File: src/rtl/i2c_rxff.sv
`default_nettype none
// ============================================================================
//  Module      : i2c_rxff
//  Description : I2C receive FIFO, 16 x 8, first-word-fall-through. The I2C
//                core pushes received bytes and the APB register block pops
//                them. Provides fill level, threshold flag, sticky overflow
//                and a flush on the rising edge of the receive-control bit.
//  Revision    : 1.0 - initial release
// ============================================================================
module i2c_rxff (
  input  logic       pclk,
  input  logic       prst_n,
  input  logic [7:0] i_data,
  input  logic       i_rxff_wr,
  input  logic       apb_rxff_rd,
  input  logic       apb_crx,
  input  logic       apb_ov_clr,
  input  logic [3:0] apb_rxtl,
  output logic [7:0] rxff_data,
  output logic       rxff_empty,
  output logic       rxff_full,
  output logic       rxff_rxne,
  output logic [4:0] rxff_level,
  output logic       rxff_thr,
  output logic       rxff_ov
);

  localparam int unsigned c_DEPTH = 16;

  // Pointers carry one wrap bit above the 4 address bits so that full and
  // empty can be told apart when the address bits match.
  logic [4:0] r_wptr;
  logic [4:0] r_rptr;
  logic       r_crx1;
  logic       r_ov;
  logic [7:0] r_mem [0:c_DEPTH-1];

  logic       w_empty;
  logic       w_full;
  logic [4:0] w_level;
  logic       w_flush;
  logic       w_rd_ok;
  logic       w_wr_ok;
  logic       w_ov_set;

  assign w_empty  = (r_wptr == r_rptr);
  assign w_full   = (r_wptr[4] != r_rptr[4]) && (r_wptr[3:0] == r_rptr[3:0]);
  assign w_level  = r_wptr - r_rptr;
  assign w_flush  = apb_crx & ~r_crx1;

  // A pop on an empty FIFO is silently ignored. A push into a full FIFO is
  // still taken if a pop frees a slot in the same cycle.
  assign w_rd_ok  = apb_rxff_rd & ~w_empty;
  assign w_wr_ok  = i_rxff_wr & (~w_full | w_rd_ok);
  assign w_ov_set = i_rxff_wr & w_full & ~w_rd_ok;

  // Edge detector for the receive-control bit; a held-high bit flushes once.
  always_ff @(posedge pclk or negedge prst_n) begin
    if (!prst_n) r_crx1 <= 1'b0;
    else         r_crx1 <= apb_crx;
  end

  // Pointer update; flush overrides any same-cycle push or pop.
  always_ff @(posedge pclk or negedge prst_n) begin
    if (!prst_n) begin
      r_wptr <= 5'd0;
      r_rptr <= 5'd0;
    end else if (w_flush) begin
      r_wptr <= 5'd0;
      r_rptr <= 5'd0;
    end else begin
      if (w_wr_ok) r_wptr <= r_wptr + 5'd1;
      if (w_rd_ok) r_rptr <= r_rptr + 5'd1;
    end
  end

  // Sticky overflow: set beats clear, flush beats both.
  always_ff @(posedge pclk or negedge prst_n) begin
    if (!prst_n)         r_ov <= 1'b0;
    else if (w_flush)    r_ov <= 1'b0;
    else if (w_ov_set)   r_ov <= 1'b1;
    else if (apb_ov_clr) r_ov <= 1'b0;
  end

  // Storage array has no reset; a write discarded by flush leaves it alone.
  always_ff @(posedge pclk) begin
    if (w_wr_ok && !w_flush) r_mem[r_wptr[3:0]] <= i_data;
  end

  assign rxff_data  = w_empty ? 8'h00 : r_mem[r_rptr[3:0]];
  assign rxff_empty = w_empty;
  assign rxff_full  = w_full;
  assign rxff_rxne  = ~w_empty;
  assign rxff_level = w_level;
  assign rxff_thr   = (w_level > {1'b0, apb_rxtl});
  assign rxff_ov    = r_ov;

endmodule
`default_nettype wire

File: config.mk
export PLATFORM = sky130hd
export DESIGN_NAME = i2c_rxff
export DESIGN_NICKNAME = d
export VERILOG_FILES = /design/src/rtl/i2c_rxff.sv
export SDC_FILE = /design/constraint.sdc
export NUM_CORES = 1
export LEC_CHECK = 0
export CORE_MARGIN = 5
export CORE_UTILIZATION = 30
export DETAILED_ROUTE_END_ITERATION = 6
export PLACE_DENSITY = 0.53
export SYNTH_ARGS = -nofsm -noshare
export SYNTH_HDL_FRONTEND = slang
export SYNTH_SLANG_ARGS = --single-unit
File: constraint.sdc
create_clock -name pclk -period 7 [get_ports pclk]
set_clock_uncertainty 0.15 [all_clocks]
set_input_delay 0.7 -clock pclk [delete_from_list [all_inputs] [get_ports pclk]]
set_output_delay 0.7 -clock pclk [all_outputs]
set_load 0.02 [all_outputs]
**Word level (Yosys, flattened, before mapping)**

Memory sizes are Yosys's and may differ from the RTL's.
Cells that the tools add are included.

- Bits in registers: 12
- Output and inout port bits: 18
- Memories kept: 1
- Input port bits: 18
- RAM bits: 128

Memories:

| memory | depth | bits a word | rd ports | clocked after memory_dff | write ports | line | RTL |
|---|---|---|---|---|---|---|---|
| r_mem | 16 | 8 | 1 | 0 | 1 | 36 | `logic [7:0] r_mem [0:c_DEPTH-1];` |

- Eq/ne operators: 3
- Bitwise gates (word level): 10
- Multiplexer cells: 10
- Add/subtract/negate cells: 3
- Reductions and logical operators: 6
- Magnitude comparators: 1

Operators with widths:

| kind | count |
|---|---|
| 5-bit 2-to-1 mux | 4 |
| 5-bit by 1-bit adder with 5-bit output (second input constant) | 2 |
| 8-bit 2-to-1 mux | 1 |
| 1-bit bitwise AND | 5 |
| 5-bit == test | 1 |
| 5-bit by 4-bit > comparator with 1-bit output | 1 |
| 1-bit 2-to-1 mux | 5 |
| 5-bit subtractor | 1 |
| 4-bit == test | 1 |
| 1-bit inverter | 4 |
| 2-bit nonzero test | 2 |
| 3-bit nonzero test | 1 |
| 1-bit logical AND | 2 |
| 1-bit logical NOT | 1 |
| 1-bit != test | 1 |
| 1-bit bitwise OR | 1 |

**Logic depth before layout (Yosys ltp)**

Gate-level depths: netlist of run 1.

- Depth in word-level cells: 8
- Depth in mapped cells: 12

**Worst setup path after synthesis of run 1**

No wires, ideal clock.

- Path type: register to output
- Start: register r_rptr[1]
- End: output rxff_thr
- Stages on the path, launching flop included: 13
- Path buffers: 3
- Setup slack: 3.527 ns
- Data arrival time: 2.623 ns
- Data required time: 6.150 ns
- Cells stage by stage: dfrtp_1 -> buf_6 -> buf_12 -> buf_2 -> inv_1 -> ha_1 -> a21o_1 -> a21oi_1 -> xnor2_1 -> ha_1 -> a21oi_1 -> o21ai_0 -> a21o_1

- Cells in the longest elaborated chain, start to end: 2

Ends and longest elaborated chain:

| element | line | RTL |
|---|---|---|
| start: declaration | 33 | `logic [4:0] r_rptr;` |
| start signal: assignment | 73 | `if (w_rd_ok) r_rptr <= r_rptr + 5'd1;` |
| 5-bit subtractor | 48 | `assign w_level = r_wptr - r_rptr;` |
| named net rxff_level[3] | 23 | `output logic [4:0] rxff_level,` |
| 5-bit by 4-bit > comparator with 1-bit output | 95 | `assign rxff_thr = (w_level > {1'b0, apb_rxtl});` |
| end: declaration | 24 | `output logic rxff_thr,` |

The timed path passes the listed nets, and every way through them passes these cells.

**Worst setup path after layout of run 1**

- Start: register r_rptr[1]
- End: output rxff_thr

- Cells in the longest elaborated chain, start to end: 2

Ends and longest elaborated chain:

| element | line |
|---|---|
| 5-bit subtractor | 48 |
| 5-bit by 4-bit > comparator with 1-bit output | 95 |

No other way between the ends.

==> reports/qor.yml, run 1 <==
run_status:
  status: "completed"
logic_synthesis:
  synth_top_area_cell: "edfxtp_1"
  synth_area_leaders: "edfxtp_1, mux4_2, dfrtp_1"
  yosysWarningCount: 0
  synth.avg_cell_area_um2: 17.9
  synth_cell_types: 40
  ys_ff_latch: 140
  synth-seq-area-share_pct: 69.5
  synth_ff_type: "edfxtp_1"
  netlist.area_leader.share_pct: 64.4
  synth_edf_count: 128
  synth_area_mm2: 0.00597
  synth_nets: 366
  async_flop_share_pct: 8.57
  syn_inst: 334
drt:
  drtIter0Drc: 323
  ant_nets: 0
  drt-total-wl_um: 12600
  via_per_inst: 4.71
  wire_per_inst_um: 19.3
  drc_errors: 0
  dr.pass1.iters: 5
  vias: 3087
setup_path:
  crit_end: "rxff_thr"
  rrSetupSlack_ns: 3.68
  reg2reg_to: "r_mem[9][5]$_DFFE_PP_"
  critPathLaunch: "r_rptr[1]$_DFFE_PN0P_"
  worstSetupStartpointType: "register"
  arrival_ns: 3.61
  ff2ff_path_depth: 7
  path_class: "reg2out"
  end_kind: "primary output"
  worstPathMaxFanout: 37
  reg2reg_from: "r_rptr[1]$_DFFE_PN0P_"
  cp.required_ns: 6.15
place:
  dp.cells: 625
  gp_congestion: 0.782
  io_buffer_count: 35
  dpl.hpwl_um: 8040
pwr:
  leakage_nw: 2.35
  p_per_area_mw_per_mm2: 394
  ir_drop_mv: 0.196
cells_and_area:
  fillers: 1871
  multiInputGateArea_mm2: 0.00168
  register_area_mm2: 0.00415
  drive_gt1_share_pct: 17.4
  final_cell_count_no_fill: 656
  area_delta_synth_final_pct: 19.9
  num-nets-final: 411
  diodes: 0
sta:
  timing.final.crit_share_pct: 63.8
  rsz0062_at_grt: "no"
  slew-limit-headroom_pct: 33.5
  maxSlewViolCount: 0
  worstMarginPinSlew_ns: 0.994
  hold_viol_final: 0
  period_needed_ns: 4.46
  fmax_mhz: 224
  setup_violations: 0
  setup_tns_ns: 0
cts:
  insertion_delay_ns: 0.41
  cts_setup_buffers: 0
  clock_sinks: 140
  clk_pin_slew_worst_paths_ns: 0.06
  ctsResizeCount: 0
  cts_buffer_depth: 2
  numCtsBuffers: 17
  root_buffer: "clkbuf_16"
  hold_buffers: 0
  cts_tree: "done"
  ctsHtreeMaxLevel: 4
hold_path:
  min_path_type: "reg2reg"
floorplanning:
  io_pins: 36
  initial_core_util_pct: 30.6
  core-area_mm2: 0.0195
  die_x_um: 151
  placementRows: 51
  die_y_um: 151
  dieArea_mm2: 0.0228
grt:
  antenna_found_initial: 0
  grt_max_degree: 39
  grt_pass1_vias: 3320
  grt_overflow: 0
  track_usage_pct: 11.8
  grt_pass1_wl_um: 19600
job:
  maxCapViolCount: 0
## cells by family after synthesis
logic type               Yosys count  share of synthesized area (%)
XOR/XNOR                          10                           1.59
multiplexers                      42                           13.5
flip-flops                       140                           69.5
buffers and inverters             25                           2.45
AND/OR/NAND/NOR                   64                           5.22
adder cells (fa/ha/maj)           14                           3.06
AO/OA/AOI/OAI                     39                           4.68
## per-stage QoR
step	power, mW	cell area, um^2	hold slack [ns]	worst slack, ns	util (%)
6_report	2.82	7150	0.477	2.54	36.6
3_3_place_gp	1.97	6580	0.454	2.93	33.7
3_5_place_dp	1.97	6580	0.464	2.95	33.7
5_1_grt	2.97	7150	0.531	2.27	36.6
2_1_floorplan	1.64	5970	0.254	3.53	-
4_1_cts	2.86	7150	0.483	2.48	36.6
## routing by layer
metal,global-route usage (%),share of wire [%],vias to the layer above
met1,15.3,45,1601
met5,0,0,-
met4,2.99,0.51,0
li1,-,-,1411
met2,19.3,50,69
met3,3.71,4.8,6
## area by class of cell
type	instances	share of cell area [%]
Inverter	12	0.630
Timing Repair Buffer	39	5.32
Multi-Input combinational cell	169	23.4
Clock inverter	13	1.99
Sequential cell	140	58.0
Tap cell	265	4.64
Clock buffer	18	6.00
## where the power goes
| group | switching (mW) | internal [mW] |
|---|---|---|
| Clock | 0.349 | 0.524 |
| Sequential | 0.0218 | 0.954 |
| Combinational | 0.535 | 0.435 |
| Total | 0.906 | 1.91 |
## sequential cells by signal (all words and copies together) (netlist names)
register / count
rxff_ov: 1
r_mem: 128
r_crx1: 1
r_rptr: 5
r_wptr: 5
## critical path, cell delays in order, from the launching register on
cell             delay [ns]
dfrtp_2                0.34
buf_4                  0.50
inv_1                  0.20
ha_1                   0.36
a21o_1                 0.19
a21oi_1                0.18
xnor2_1                0.19
ha_1                   0.31
a21oi_1                0.14
o21ai_0                0.09
a21o_1                 0.17
clkdlybuf4s50_1        0.53
## placed cells by master (no fill, tap or decap), types with 2 or more instances in the layout
| master | count |
|---|---|
| inv_6 | 3 |
| mux4_1 | 3 |
| inv_1 | 10 |
| edfxtp_1 | 128 |
| ha_1 | 13 |
| nand2_1 | 10 |
| dfrtp_1 | 10 |
| a211oi_1 | 14 |
| buf_4 | 4 |
| dfrtp_2 | 2 |
| mux2i_1 | 12 |
| xor2_1 | 4 |
| clkinvlp_4 | 4 |
| nand4_1 | 3 |
| or3_1 | 4 |
| clkdlybuf4s50_1 | 35 |
| bufinv_16 | 2 |
| nor2b_1 | 10 |
| mux4_2 | 27 |
| a21o_1 | 4 |
| o21ai_0 | 2 |
| xnor2_1 | 5 |
| o21ai_1 | 3 |
| clkinv_4 | 2 |
| nand3_1 | 6 |
| clkbuf_16 | 17 |
| nor2_1 | 26 |
| clkinv_1 | 2 |
| a21oi_1 | 11 |
## how the worst min path moves through the flow
| stage | start | endpoint | slack [ns] | depth (start not counted) |
|---|---|---|---|---|
| floorplan | prst_n | r_crx1$_DFF_PN0_ | 0.25 | 0 |
| global placement | rxff_ov$_DFFE_PN0P_ | rxff_ov$_DFFE_PN0P_ | 0.45 | 3 |
| detailed placement | rxff_ov$_DFFE_PN0P_ | rxff_ov$_DFFE_PN0P_ | 0.46 | 3 |
| CTS | rxff_ov$_DFFE_PN0P_ | rxff_ov$_DFFE_PN0P_ | 0.48 | 3 |
| global route | r_wptr[4]$_DFFE_PN0P_ | r_wptr[4]$_DFFE_PN0P_ | 0.53 | 2 |
| finish | rxff_ov$_DFFE_PN0P_ | rxff_ov$_DFFE_PN0P_ | 0.48 | 3 |
## synth_stat cells, drive strengths merged (3+ instances only)
cell,count
edfxtp,128
mux4,30
nor2,26
a211oi,14
ha,13
dfrtp,12
mux2i,12
a21oi,11
inv,11
buf,10
nand2,10
nor2b,10
nand3,6
xnor2,6
o21ai,5
a21o,4
nand4,4
or3,4
xor2,4
clkbuf,3
Power figures use the tool's default switching activity.
==> run 2, diff against run 1 <==
==> constraint.sdc (replaced) <==
create_clock -name pclk -period 4.3 [get_ports pclk]
set_clock_uncertainty 0.15 [all_clocks]
set_input_delay 0.43 -clock pclk [delete_from_list [all_inputs] [get_ports pclk]]
set_output_delay 0.43 -clock pclk [all_outputs]
set_load 0.02 [all_outputs]
==> reports/qor.yml, run 2 (synthesis gave the netlist of run 1 again) <==
floorplanning:
  placementRows: 51  # unchanged
  dieArea_mm2: 0.0228  # unchanged
  die_x_um: 151  # unchanged
  core-area_mm2: 0.0195  # unchanged
  io_pins: 36  # unchanged
  initial_core_util_pct: 30.6  # unchanged
  die_y_um: 151  # unchanged
pwr:
  p_per_area_mw_per_mm2: 634  # +61%
  leakage_nw: 2.37  # +0.89%
  totalPowerFinal_mw: 4.53  # +61%
  ir_drop_mv: 0.399  # +100%
cts:
  cts_tree: "done"
  root_buffer: "clkbuf_16"
  numCtsBuffers: 17  # unchanged
  cts_setup_buffers: 0  # unchanged
  cts_buffer_depth: 2  # unchanged
  insertion_delay_ns: 0.42  # about the same
  clock_sinks: 140  # unchanged
  ctsResizeCount: 0  # unchanged
  clk_pin_slew_worst_paths_ns: 0.06  # about the same
  hold_buffers: 0  # unchanged
  ctsHtreeMaxLevel: 4  # unchanged
setup_path:
  cp_cell_sequence: "inv_1 > ha_1 > and4_1 > nand2_1 > clkinv_1 > a211oi_1 > clkdlybuf4s50_1"
  worstSetupStartpointType: "register"
  path_delay_family: "buffers and inverters"
  worstPathMaxFanout: 18  # -51%
  end_kind: "primary output"
  arrival_ns: 3.58  # -0.03 ns
  cp.required_ns: 3.72  # -2.43 ns
  path_class: "reg2out"
  worst-path-buf-inv: 3  # unchanged
  slowest_delay_ns: 0.75  # +0.22 ns
  cp_slowest_cell: "dfrtp_1"
sta:
  setup_tns_ns: 0  # unchanged
  slew-limit-headroom_pct: 28.5  # -5.0 points
  worstMarginPinSlew_ns: 1.07  # +0.0744 ns
  period_needed_ns: 4.16
  rsz0062_at_grt: "no"
  fin_hold_ws_ns: 0.236  # -0.241 ns
  maxSlewViolCount: 0  # unchanged
  timing.final.crit_share_pct: 96.6
  fmax_mhz: 241
  setup_violations: 0  # unchanged
  finalWorstSetupSlack_ns: 0.145  # -2.39 ns
  hold_viol_final: 0  # unchanged
grt:
  antenna_found_initial: 0  # unchanged
  grt_max_degree: 22  # -44%
  grt_pass1_vias: 3239  # -2.4%
  grt_overflow: 0  # unchanged
  grt_pass1_wl_um: 19700  # +0.57%
  track_usage_pct: 12.0  # +0.19 points
cells_and_area:
  final_common_cell: "edfxtp_1"
  design_area_mm2: 0.00715  # about the same
  final_cell_mix: "edfxtp_1, clkdlybuf4s50_1, mux4_2, nor2_1, clkbuf_16"
  num-nets-final: 414  # +0.73%
  drive_gt1_share_pct: 17.7  # +0.33 points
  final_core_util_pct: 36.6  # about the same
  multiInputGateArea_mm2: 0.00168  # unchanged
  area_delta_synth_final_pct: 19.8  # about the same
  largest_register_ffs: 128  # unchanged
  fillers: 1865  # -0.32%
  register_area_mm2: 0.00415  # unchanged
  diodes: 0  # unchanged
  final_cell_count_no_fill: 660  # +0.61%
drt:
  wire_per_inst_um: 19.3  # about the same
  drc_errors: 0  # unchanged
  ant_nets: 0  # unchanged
  drtIter0Drc: 203  # -37%
  vias: 3109  # +0.71%
  drt-total-wl_um: 12700  # +0.53%
  via_per_inst: 4.71  # +0.10%
  dr.pass1.iters: 4  # -1
hold_path:
  min_path_type: "in2async"
run_status:
  status: "completed"
place:
  dpl.hpwl_um: 8330  # +3.6%
  post_dp_cell_area_mm2: 0.00660  # +0.34%
  io_buffer_count: 35  # unchanged
  dpl_worst_slack_ns: 0.702  # -2.25 ns
  gp_congestion: 0.786  # +0.41%
  dp.cells: 628  # +0.48%
job:
  maxCapViolCount: 0  # unchanged
run 2: cell count changes in the layout (fill, tap and decap cells not counted):
cell / delta
clkinv_1: +3
clkinv_4: +1
inv_6: +1
clkinv_2: +2
bufinv_16: -1
clkinvlp_4: -4
clkbuf_1: -1
buf_4: +3
run 2: report_power, final:
part	internal [mW]	switching, mW
Sequential	1.55	0.0903
Combinational	0.716	0.819
Clock	0.792	0.564
Total	3.06	1.47
run 2: worst paths after layout:
check | cells after the start | slack (ns) | endpoint | from
worst min-delay path | 1 | 0.24 | r_rptr[4]$_DFFE_PN0P_ | prst_n
min in group pclk | 1 | 0.35 | r_crx1$_DFF_PN0_ | apb_crx
worst max-delay path | 7 | 0.14 | rxff_data[5] | r_rptr[3]$_DFFE_PN0P_
worst min register to register | 3 | 0.47 | rxff_ov$_DFFE_PN0P_ | rxff_ov$_DFFE_PN0P_
worst max register to register | 6 | 1.03 | r_mem[1][7]$_DFFE_PP_ | r_rptr[3]$_DFFE_PN0P_
max in group asynchronous | 1 | 3.35 | r_rptr[0]$_DFFE_PN0P_ | prst_n
run 2: metal layers:
layer  global-route usage [%]  part of all wire (%)
met1                     15.9                    46
met2                     19.0                    48
met3                     3.29                   4.9
met4                     4.22                   1.1
met5                        0                     0
run 2: final cells by class:
type,count,share of cell area [%]
Sequential cell,140,58.0
Multi-Input combinational cell,169,23.4
Clock buffer,17,5.95
Timing Repair Buffer,42,5.64
Tap cell,265,4.64
Clock inverter,15,1.70
Inverter,12,0.630
==> RTL edit: new RTL, settings of run 2 <==
Set the localparam `c_DEPTH` to 8 (it was 16).
--- a/src/rtl/i2c_rxff.sv
+++ b/src/rtl/i2c_rxff.sv
@@ -25,7 +25,7 @@
   output logic       rxff_ov
 );
 
-  localparam int unsigned c_DEPTH = 16;
+  localparam int unsigned c_DEPTH = 8;
 
   // Pointers carry one wrap bit above the 4 address bits so that full and
   // empty can be told apart when the address bits match.
Formal check against the unedited RTL: not equivalent (a bounded check fails within 10 cycles, from zero or initial values and one cycle with prst_n low).
==> RTL edit against run 2 <==
Sequential share of layout area down 3.8 points. Synthesized area down 44%. Die area down 41%. Cell area down 43%. Worst setup slack better by 0.57 ns. Sequential cell count down 64. Routed wire length down 46%. Sequential power down 45%. Total power down 41%. Largest cell class unchanged. Largest power group is now combinational logic.
==> RTL edit: results (changes against run 2) <==
- Status: completed
- Slew @ Worst Pin: 1.00 ns (-0.0671 ns)
- Non-clk bufs: 44 (+4.8%)
- Area post-placement: 3920 um^2 (-41%)
- N_diodes: 0 (unchanged)
- Iter 0 DRT Violations: 112 (-45%)
- Sequential fraction of the synthesis area: 66.4% (-3.1 points)
- Hold WC Path Type: in2async
- Count of multi-input gates: 110 (-35%)
- Drt wl/cell: 17.1 um (-11%)
- Total track usage: 11.0% (-0.96 points)
- Pre-antenna DRT Iters: 4 (unchanged)
- First-pass GRT wire length: 10.8 mm (-45%)
- Net Count, Synth: 232 (-37%)
- DPL Wire Length: 4.52 mm (-46%)
- Synth top area cells: edfxtp_1 57%, mux4_2 11%, dfrtp_1 9.0%, ha_1 3.7%, a22o_1 2.1%
- Global-route met3 utilization: 3.08% (-0.21 points)
- Final #Nets: 281 (-32%)
- Reg-to-reg startpoint: r_wptr[2]
- Largest register FFs: 64 (-50%)
- Metal2 WL: 3.34 mm (-45%)
- Worst Path Max Fanout: 8 (-10)
- Slowest CP cell: clkdlybuf4s50_1
- Leak: 1.42 nW (-40%)
- Worst-Skew Late Latency: 0.35 ns (-0.07 ns)
- Vias in the first global route: 1955 (-40%)
- Slowest stage delay, CP: 0.53 ns (-0.22 ns)
- Total die area: 13400 um^2 (-41%)
- Met1 usage: 14.8% (-1.2 points)
- Synth top cells by count: 64 x edfxtp_1, 16 x mux4_2, 12 x dfrtp_1
- DR WL met3: 335 um (-46%)
- Share of synthesized registers carrying an async set or reset: 15.8% (+7.2 points)
- Fraction of area in multi-input gates: 26.0% (+2.5 points)
- Clock-cell share of area: 4.39% (-3.3 points)
- Largest net degree at the start of global routing: 20 (-9.1%)
- Post-synth EDFFs: 64 (-50%)
- Met1 WL: 3.06 mm (-48%)
- CTS root buffer: clkbuf_8
- Count of cell types in the netlist: 35 (-13%)
- CTS buffer count: 9 (-8)
- Layout cells sized above 1: 19.8% (+2.1 points)
- Origin of the worst setup path: r_wptr[1]
- H-tree levels: 3 (-1)
- Crit path DAT: 3.00 ns (-0.58 ns)
- Met2 track demand over resource: 17.8% (-1.2 points)
- Clock slew at reported path FFs: 0.09 ns (+0.03 ns)
- Inverters, non-clock: 11 (-1)
- Filler cell count: 1004 (-46%)
- Maximum vdd drop: 0.248 mV (-38%)
- FF+latch count: 76 (-46%)
- NonClk Buf Share: 10.2% (+4.6 points)
- Seq/total area: 54.2% (-3.8 points)
- Crit path time final: 3.58 ns (-0.574 ns)
- GP Congestion: 0.734 (-6.6%)
- Vias per cell: 4.86 (+3.2%)
RTL edit: worst paths after layout:
kind                               end  slack, ns  cells past startpoint
setup / recovery              rxff_thr       0.72                      9
hold reg to reg              r_rptr[3]       0.44                      2
setup reg to reg           r_mem[6][5]       1.70                      4
hold / removal               r_wptr[4]       0.31                      1
min in group pclk               r_crx1       0.38                      1
max in group asynchronous    r_rptr[3]       3.28                      1
RTL edit: cell families (layout without fill, tap and decap cells):
family / count (synthesis) / after routing / share of synthesized area [%]
XOR/XNOR: 8 / 8 / 2.32
multiplexers: 18 / 18 / 11.4
AO/OA/AOI/OAI: 30 / 30 / 6.06
adder cells (fa/ha/maj): 11 / 11 / 4.34
AND/OR/NAND/NOR: 43 / 43 / 7.36
flip-flops: 76 / 76 / 66.4
buffers and inverters: 17 / 71 / 2.17
RTL edit: worst max-delay path, delay by kind of cell (launching register included):
| family | cells | cell delay, ns |
|---|---|---|
| AOI/OAI and AO/OA | 5 | 0.78 |
| DFF | 1 | 0.50 |
| adders and majority gates | 2 | 0.67 |
| buffers and inverters | 1 | 0.53 |
| xor gates and xnor gates | 1 | 0.16 |
RTL edit: stage by stage:
step                std cells  setup slack (ns)  total power [mW]  hold slack, ns  util [%]
floorplan                 203              1.00              1.74         -0.0156         -
global placement          381              1.07              2.25           0.433      36.0
finish                    397             0.719              2.70           0.309      37.7
CTS                       397             0.679              2.75           0.328      37.7
detailed placement        381              1.09              2.25           0.431      36.0
global route              397             0.471              2.88           0.352      37.7
RTL edit: report_power, final:
part	total (mW)	internal (mW)	switching, mW
registers	0.910	0.869	0.0414
logic	1.29	0.615	0.677
clock network	0.494	0.218	0.277
